[src/rtl/avalon_burst_writer_if.sv]
// Avalon-MM burst write bus between the pattern writer (master) and a memory
// or interconnect port (slave).
interface avalon_burst_writer_if #(
    parameter int ADDRESS_WIDTH = 32,
    parameter int DATA_WIDTH    = 32,
    parameter int BURST_WIDTH   = 4
);
    logic [ADDRESS_WIDTH-1:0]  address;
    logic                      write;
    logic [DATA_WIDTH-1:0]     writedata;
    logic [BURST_WIDTH-1:0]    burstcount;
    logic [DATA_WIDTH/8-1:0]   byteenable;
    logic                      waitrequest;

    modport master (
        output address,
        output write,
        output writedata,
        output burstcount,
        output byteenable,
        input  waitrequest
    );

    modport slave (
        input  address,
        input  write,
        input  writedata,
        input  burstcount,
        input  byteenable,
        output waitrequest
    );
endinterface

[src/rtl/avalon_burst_writer.sv]
// Avalon-MM burst write master that fills a memory region with a generated
// data pattern. The transfer is split into bursts of at most BURST_MAX beats;
// write stays asserted across burst boundaries so bursts run back to back.
module avalon_burst_writer #(
    parameter int ADDRESS_WIDTH = 32,
    parameter int DATA_WIDTH    = 32,
    parameter int LENGTH_WIDTH  = 16,
    parameter int BURST_MAX     = 8,
    parameter int BURST_WIDTH   = 4
) (
    input  logic                      clk,
    input  logic                      reset,
    input  logic                      ctrl_start,
    input  logic [ADDRESS_WIDTH-1:0]  ctrl_baseaddress,
    input  logic [LENGTH_WIDTH-1:0]   ctrl_length,
    input  logic [1:0]                ctrl_mode,
    input  logic [DATA_WIDTH-1:0]     ctrl_pattern,
    output logic                      ctrl_busy,
    output logic                      ctrl_done,
    avalon_burst_writer_if.master     master
);

    localparam int BYTES      = DATA_WIDTH / 8;
    localparam int BYTE_SHIFT = $clog2(BYTES);
    // Wide enough to compare a length against BURST_MAX (up to 1024) without truncation.
    localparam int CMP_WIDTH  = (LENGTH_WIDTH > 11) ? LENGTH_WIDTH + 1 : 12;

    typedef enum logic [1:0] {
        S_IDLE,
        S_BURST,
        S_DONE
    } state_t;

    typedef enum logic [1:0] {
        MODE_CONST  = 2'd0,
        MODE_INCR   = 2'd1,
        MODE_TOGGLE = 2'd2,
        MODE_ADDR   = 2'd3
    } mode_t;

    state_t                    state, state_nxt;
    mode_t                     mode_q, mode_nxt;
    logic [DATA_WIDTH-1:0]     pattern_q, pattern_nxt;
    logic [ADDRESS_WIDTH-1:0]  burst_addr, burst_addr_nxt;   // start address of current burst
    logic [ADDRESS_WIDTH-1:0]  beat_addr, beat_addr_nxt;     // byte address of the presented beat
    logic [DATA_WIDTH-1:0]     data_q, data_nxt;
    logic [BURST_WIDTH-1:0]    burstcount_q, burstcount_nxt;
    logic [BURST_WIDTH-1:0]    beats_left, beats_left_nxt;   // beats still owed in this burst
    logic [LENGTH_WIDTH-1:0]   remaining, remaining_nxt;     // words still owed in the transfer
    logic [LENGTH_WIDTH-1:0]   beat_count, beat_count_nxt;   // beat index n across the transfer
    logic                      accept;

    // Size of the next burst: whatever is left, capped at BURST_MAX.
    function automatic logic [BURST_WIDTH-1:0] burst_len(input logic [LENGTH_WIDTH-1:0] words);
        if (CMP_WIDTH'(words) > CMP_WIDTH'(BURST_MAX)) begin
            return BURST_WIDTH'(BURST_MAX);
        end
        return BURST_WIDTH'(words);
    endfunction

    assign accept = (state == S_BURST) && !master.waitrequest;

    // State register.
    // NOTE: sequential state uses non-blocking assignments so every register
    // samples the pre-edge values, independent of block ordering.
    always_ff @(posedge clk or posedge reset) begin
        if (reset) begin
            state <= S_IDLE;
        end else begin
            state <= state_nxt;
        end
    end

    // Next-state and next-datapath values for the transfer sequencer.
    // NOTE: every variable gets its hold value first so no path through the
    // case leaves one unassigned, which would otherwise infer a latch.
    always_comb begin
        state_nxt      = state;
        mode_nxt       = mode_q;
        pattern_nxt    = pattern_q;
        burst_addr_nxt = burst_addr;
        beat_addr_nxt  = beat_addr;
        data_nxt       = data_q;
        burstcount_nxt = burstcount_q;
        beats_left_nxt = beats_left;
        remaining_nxt  = remaining;
        beat_count_nxt = beat_count;

        unique case (state)
            S_IDLE: begin
                if (ctrl_start) begin
                    mode_nxt       = mode_t'(ctrl_mode);
                    pattern_nxt    = ctrl_pattern;
                    burst_addr_nxt = ctrl_baseaddress;
                    beat_addr_nxt  = ctrl_baseaddress;
                    remaining_nxt  = ctrl_length;
                    beat_count_nxt = '0;
                    burstcount_nxt = burst_len(ctrl_length);
                    beats_left_nxt = burst_len(ctrl_length);
                    // Beat 0 is the seed in every mode except address-as-data.
                    data_nxt       = (mode_t'(ctrl_mode) == MODE_ADDR) ?
                                     DATA_WIDTH'(ctrl_baseaddress) : ctrl_pattern;
                    state_nxt      = (ctrl_length != '0) ? S_BURST : S_DONE;
                end
            end

            S_BURST: begin
                if (accept) begin
                    remaining_nxt  = remaining - LENGTH_WIDTH'(1);
                    beat_count_nxt = beat_count + LENGTH_WIDTH'(1);
                    beats_left_nxt = beats_left - BURST_WIDTH'(1);

                    if (beats_left == BURST_WIDTH'(1)) begin
                        if (remaining == LENGTH_WIDTH'(1)) begin
                            state_nxt = S_DONE;
                        end else begin
                            // Next burst starts right after the one just finished;
                            // the address wraps naturally at ADDRESS_WIDTH bits.
                            burst_addr_nxt = burst_addr + (ADDRESS_WIDTH'(burstcount_q) << BYTE_SHIFT);
                            beat_addr_nxt  = burst_addr_nxt;
                            burstcount_nxt = burst_len(remaining_nxt);
                            beats_left_nxt = burstcount_nxt;
                        end
                    end else begin
                        beat_addr_nxt = beat_addr + ADDRESS_WIDTH'(BYTES);
                    end

                    unique case (mode_q)
                        MODE_CONST:  data_nxt = pattern_q;
                        MODE_INCR:   data_nxt = pattern_q + DATA_WIDTH'(beat_count_nxt);
                        MODE_TOGGLE: data_nxt = beat_count_nxt[0] ? ~pattern_q : pattern_q;
                        MODE_ADDR:   data_nxt = DATA_WIDTH'(beat_addr_nxt);
                    endcase
                end
            end

            S_DONE: begin
                state_nxt = S_IDLE;
            end

            default: begin
                state_nxt = S_IDLE;
            end
        endcase
    end

    // Datapath registers: latched parameters, bus outputs and counters.
    always_ff @(posedge clk or posedge reset) begin
        if (reset) begin
            mode_q       <= MODE_CONST;
            pattern_q    <= '0;
            burst_addr   <= '0;
            beat_addr    <= '0;
            data_q       <= '0;
            burstcount_q <= '0;
            beats_left   <= '0;
            remaining    <= '0;
            beat_count   <= '0;
        end else begin
            mode_q       <= mode_nxt;
            pattern_q    <= pattern_nxt;
            burst_addr   <= burst_addr_nxt;
            beat_addr    <= beat_addr_nxt;
            data_q       <= data_nxt;
            burstcount_q <= burstcount_nxt;
            beats_left   <= beats_left_nxt;
            remaining    <= remaining_nxt;
            beat_count   <= beat_count_nxt;
        end
    end

    // Outputs decode straight from registers, so reset clears them at once.
    assign ctrl_busy         = (state != S_IDLE);
    assign ctrl_done         = (state == S_DONE);
    assign master.write      = (state == S_BURST);
    assign master.address    = burst_addr;
    assign master.writedata  = data_q;
    assign master.burstcount = burstcount_q;
    assign master.byteenable = '1;

endmodule
[src/flat_wrapper.sv]
// flat-port wrapper written by rule: the top's interface ports become plain ports
module avalon_burst_writer_flat 
#(
    parameter int ADDRESS_WIDTH = 32,
    parameter int DATA_WIDTH    = 32,
    parameter int LENGTH_WIDTH  = 16,
    parameter int BURST_MAX     = 8,
    parameter int BURST_WIDTH   = 4
)
  (clk, reset, ctrl_start, ctrl_baseaddress, ctrl_length, ctrl_mode, ctrl_pattern, ctrl_busy, ctrl_done, master_address, master_write, master_writedata, master_burstcount, master_byteenable, master_waitrequest);
  avalon_burst_writer_if #(.ADDRESS_WIDTH(ADDRESS_WIDTH), .DATA_WIDTH(DATA_WIDTH), .BURST_WIDTH(BURST_WIDTH)) master_i ();
  input  logic clk;
  input  logic reset;
  input  logic ctrl_start;
  input  logic [ADDRESS_WIDTH-1:0] ctrl_baseaddress;
  input  logic [LENGTH_WIDTH-1:0] ctrl_length;
  input  logic [1:0] ctrl_mode;
  input  logic [DATA_WIDTH-1:0] ctrl_pattern;
  output logic ctrl_busy;
  output logic ctrl_done;
  output wire logic [$bits(master_i.address)-1:0] master_address;
  output wire logic [$bits(master_i.write)-1:0] master_write;
  output wire logic [$bits(master_i.writedata)-1:0] master_writedata;
  output wire logic [$bits(master_i.burstcount)-1:0] master_burstcount;
  output wire logic [$bits(master_i.byteenable)-1:0] master_byteenable;
  input wire logic [$bits(master_i.waitrequest)-1:0] master_waitrequest;
  assign master_address = master_i.address;
  assign master_write = master_i.write;
  assign master_writedata = master_i.writedata;
  assign master_burstcount = master_i.burstcount;
  assign master_byteenable = master_i.byteenable;
  assign master_i.waitrequest = master_waitrequest;
  avalon_burst_writer #(.ADDRESS_WIDTH(ADDRESS_WIDTH), .DATA_WIDTH(DATA_WIDTH), .LENGTH_WIDTH(LENGTH_WIDTH), .BURST_MAX(BURST_MAX), .BURST_WIDTH(BURST_WIDTH)) u_core (.clk(clk), .reset(reset), .ctrl_start(ctrl_start), .ctrl_baseaddress(ctrl_baseaddress), .ctrl_length(ctrl_length), .ctrl_mode(ctrl_mode), .ctrl_pattern(ctrl_pattern), .ctrl_busy(ctrl_busy), .ctrl_done(ctrl_done), .master(master_i));
endmodule
[config.mk]
export PLATFORM = sky130hd
export DESIGN_NAME = avalon_burst_writer_flat
export DESIGN_NICKNAME = d
export VERILOG_FILES = /design/src/rtl/avalon_burst_writer_if.sv /design/src/rtl/avalon_burst_writer.sv /design/src/flat_wrapper.sv
export SDC_FILE = /design/constraint.sdc
export NUM_CORES = 1
export LEC_CHECK = 0
export BUFFER_PORTS_ARGS = -buffer_cell sky130_fd_sc_hd__buf_4
export CORE_UTILIZATION = 35
export CTS_CLUSTER_DIAMETER = 200
export DETAILED_ROUTE_END_ITERATION = 12
export HOLD_SLACK_MARGIN = 0.03
export SKIP_CTS_REPAIR_TIMING = 1
export SYNTH_ARGS = -nofsm -noshare
export SYNTH_HDL_FRONTEND = slang
export SYNTH_SLANG_ARGS = --single-unit
[constraint.sdc]
create_clock -name clk -period 7.5 [get_ports clk]
set_clock_uncertainty 0.15 [all_clocks]
set_input_delay 1.5 -clock clk [delete_from_list [all_inputs] [get_ports clk]]
set_output_delay 1.5 -clock clk [all_outputs]
set_load 0.05 [all_outputs]
==> flow_summary.json <==
{
  "cp_slowest_cell": "nor3_1",
  "cellLeakagePower_nw": 6.45,
  "rows": 69,
  "cp-start-kind": "flip-flop",
  "clk_latency_ps": 460,
  "critPathRequiredTime_ps": 7680,
  "timing.setup.tns_ps": 0,
  "grt_pass1_vias": 12300,
  "grt_first_pass_wirelength_um": 73000,
  "setup_slack_ps": 3090,
  "fmax_mhz": 227,
  "cp-end-kind": "flip-flop",
  "use_met2": 0.405,
  "initial_core_util": 0.359,
  "relSlewSlack": 0.202,
  "drive_gt1_frac": 0.148,
  "ys.flop_type": "dfrtp_1",
  "synth-seq-cells": 172,
  "synthCells": 1650,
  "worstReg2RegStart": "u_core.beat_count[0]",
  "use_met3": 0.0431,
  "grt_antenna_before_repair": 1,
  "die_height_um": 194,
  "crit_chain": "buf_4 -> nand4_1 -> nor3_1 -> and3_1 -> and3_1 -> and3_1 -> nand3_1 -> xnor2_1 -> ha_1 -> a211o_1 -> a211oi_1 -> nand2_1 -> a41o_1 -> a32oi_1 -> o21ai_0",
  "hold_class": "reg -> reg",
  "diodes": 0,
  "drc": 0,
  "maxCapViolCount": 0,
  "cts_buffers": 17,
  "htree_levels": 4,
  "via_per_inst": 6.04,
  "report.final.slew_viol_count": 0,
  "grt_max_degree": 78,
  "r2r_cells": 15,
  "gp_congestion": 0.945,
  "cpPeakStageDelay_ps": 410,
  "core_area_um2": 35900,
  "finalNetCount": 1850,
  "avgSynthCellArea_um2": 7.81,
  "clk_transition_reported_paths_ps": 80,
  "ant_nets": 0,
  "hold_violations": 0,
  "netSwitchingFraction": 0.536,
  "dp_hpwl_um": 35000,
  "cts_buffer_depth": 2,
  "cp-startpoint": "u_core.beat_count[0]",
  "crit_end": "u_core.master.writedata[18]",
  "busiest_layer": "met2",
  "fin_area_um2": 14900,
  "ys_warn_count": 0,
  "worst-slew-pin-transition_ps": 1170,
  "p_clk_frac": 0.141,
  "design.die.area_um2": 37600,
  "worstSetupPathType": "reg -> reg",
  "fin_crit_sh": 0.588,
  "synth_edf_count": 0,
  "ys_types": 87,
  "cp_max_fo": 24,
  "grt_overflow": 0,
  "irDropWorstVdd_mv": 0.259,
  "p_int_mw": 3.24,
  "io_pins": 161,
  "post-route-min-period_ps": 4410,
  "cp_common_cell": "and3_1",
  "grt_usage": 0.252,
  "num_vias": 13300,
  "async_flop_share": 1.00,
  "p_per_area_nw_per_um2": 467,
  "final_common_cell": "nand2_1",
  "syn-cell-area_um2": 12900,
  "hold-worst-slack_ps": 349,
  "finalSetupViolations": 0,
  "share_comb_of_total_power": 0.574,
  "rsz0062_at_grt": "no",
  "first_pass_iters": 6,
  "ys_seq_area_frac": 0.334,
  "r2r_setup_slack_ps": 3090,
  "cp.arrival_ps": 4590,
  "cts.sinks": 172,
  "wl_per_cell_um": 21.9,
  "final_cell_mix": "276 x nand2_1, 176 x buf_4, 171 x dfrtp_1",
  "r2r-end": "u_core.master.writedata[18]",
  "dp_slack_ps": 3170,
  "status": "completed",
  "cts_tree": "yes",
  "drt_iter0_markers": 1053,
  "dieWidth_um": 194,
  "cts_root_buf": "clkbuf_16",
  "wirelength_um": 48300,
  "syn_to_final_growth_pct": 15.8,
  "placed_cell_area_um2": 14300,
  "switching_power_mw": 3.73,
  "met1_usage": 0.328,
  "p_seq_frac": 0.285,
  "port-buffer-count": 156
}
[kinds of logic after synthesis]
group | after synthesis | synth area share
AOI/OAI and AO/OA | 492 | 0.239
adders and majority gates | 34 | 0.0342
and+or+nand+nor | 678 | 0.248
xor gates and xnor gates | 87 | 0.0591
other | 1 | 0.000291
DFF | 172 | 0.334
buffers and inverters | 141 | 0.0483
muxes | 45 | 0.0375
[worst max-delay path, delay by kind of cell (launching register included)]
family                     cells  cell delay, ps
and+or+nand+nor                7            1690
DFF                            1             360
xor gates and xnor gates       1             200
adders and majority gates      1             310
buffers and inverters          1             340
AOI/OAI and AO/OA              5            1230
[metrics by stage]
stage	util	power, mW	std cells
3_3_place_gp	0.398	5.89	2172
5_1_grt	0.416	7.41	2204
2_1_floorplan	-	4.71	1653
4_1_cts	0.416	6.95	2204
3_5_place_dp	0.398	5.95	2172
6_report	0.416	6.97	2204
[cells in the mapped netlist, types with 10 or more instances]
library cell	n	area share
and2_1	13	0.0063
nor4_1	18	0.0087
o22ai_1	21	0.010
o21ai_0	127	0.049
o31ai_1	15	0.0087
and3_1	26	0.013
nand3_1	51	0.020
nor3_1	40	0.016
inv_1	22	0.0064
clkbuf_1	78	0.023
mux2i_1	37	0.029
nand4_1	27	0.013
a21o_1	10	0.0058
o31a_1	11	0.0075
a211oi_1	23	0.013
o221ai_1	12	0.0082
nor2_1	152	0.044
a21oi_1	148	0.057
buf_1	17	0.0050
xnor2_1	41	0.028
xor2_1	46	0.031
dfrtp_1	172	0.33
a31oi_1	26	0.013
nand2_1	278	0.081
ha_1	32	0.031
[power by group through the flow]
stage,clock [mW],sequential [mW],combinational (mW)
6_report,0.983,1.98,4.00
5_1_grt,1.03,2.05,4.33
4_1_cts,1.00,1.97,3.98
3_5_place_dp,0,1.98,3.97
3_3_place_gp,0,1.97,3.91
2_1_floorplan,0,2.32,2.39
[state kept, by name, summed over array words and instances, names as in the netlist]
| name | count |
|---|---|
| u_core.master.address | 32 |
| u_core.master.burstcount | 4 |
| u_core.beats_left | 4 |
| u_core.mode_q | 2 |
| u_core.pattern_q | 32 |
| u_core.remaining | 16 |
| u_core.master.writedata | 32 |
| u_core.beat_count | 16 |
| u_core.beat_addr | 32 |
| u_core.state | 2 |
[area by class of cell]
type / instances / area [µm²]
repair buffers: 176 / 1320
fillers: 3674 / 21000
multi-input cells: 1340 / 8010
clock inverters: 14 / 181
well taps: 461 / 577
inverters: 23 / 91.3
clock buffers: 18 / 439
flip-flops and latches: 172 / 4310
[how the worst min path moves through the flow]
stage,startpoint,to,slack (ps),cells past startpoint
floorplan,u_core.beat_addr[1],u_core.beat_addr[1],300,2
global placement,u_core.beat_addr[1],u_core.beat_addr[1],310,2
detailed placement,u_core.beat_addr[20],u_core.beat_addr[20],340,2
CTS,u_core.beat_addr[20],u_core.beat_addr[20],350,2
global route,u_core.beat_addr[20],u_core.beat_addr[20],390,2
finish,u_core.beat_addr[20],u_core.beat_addr[20],350,2
[metal layers]
layer  part of all wire  up-vias
met5                  0        -
met4              0.048        0
met1               0.42     6471
met2               0.46      617
met3              0.074       98
li1                   -     6125
(Power assumes the default switching activity.)
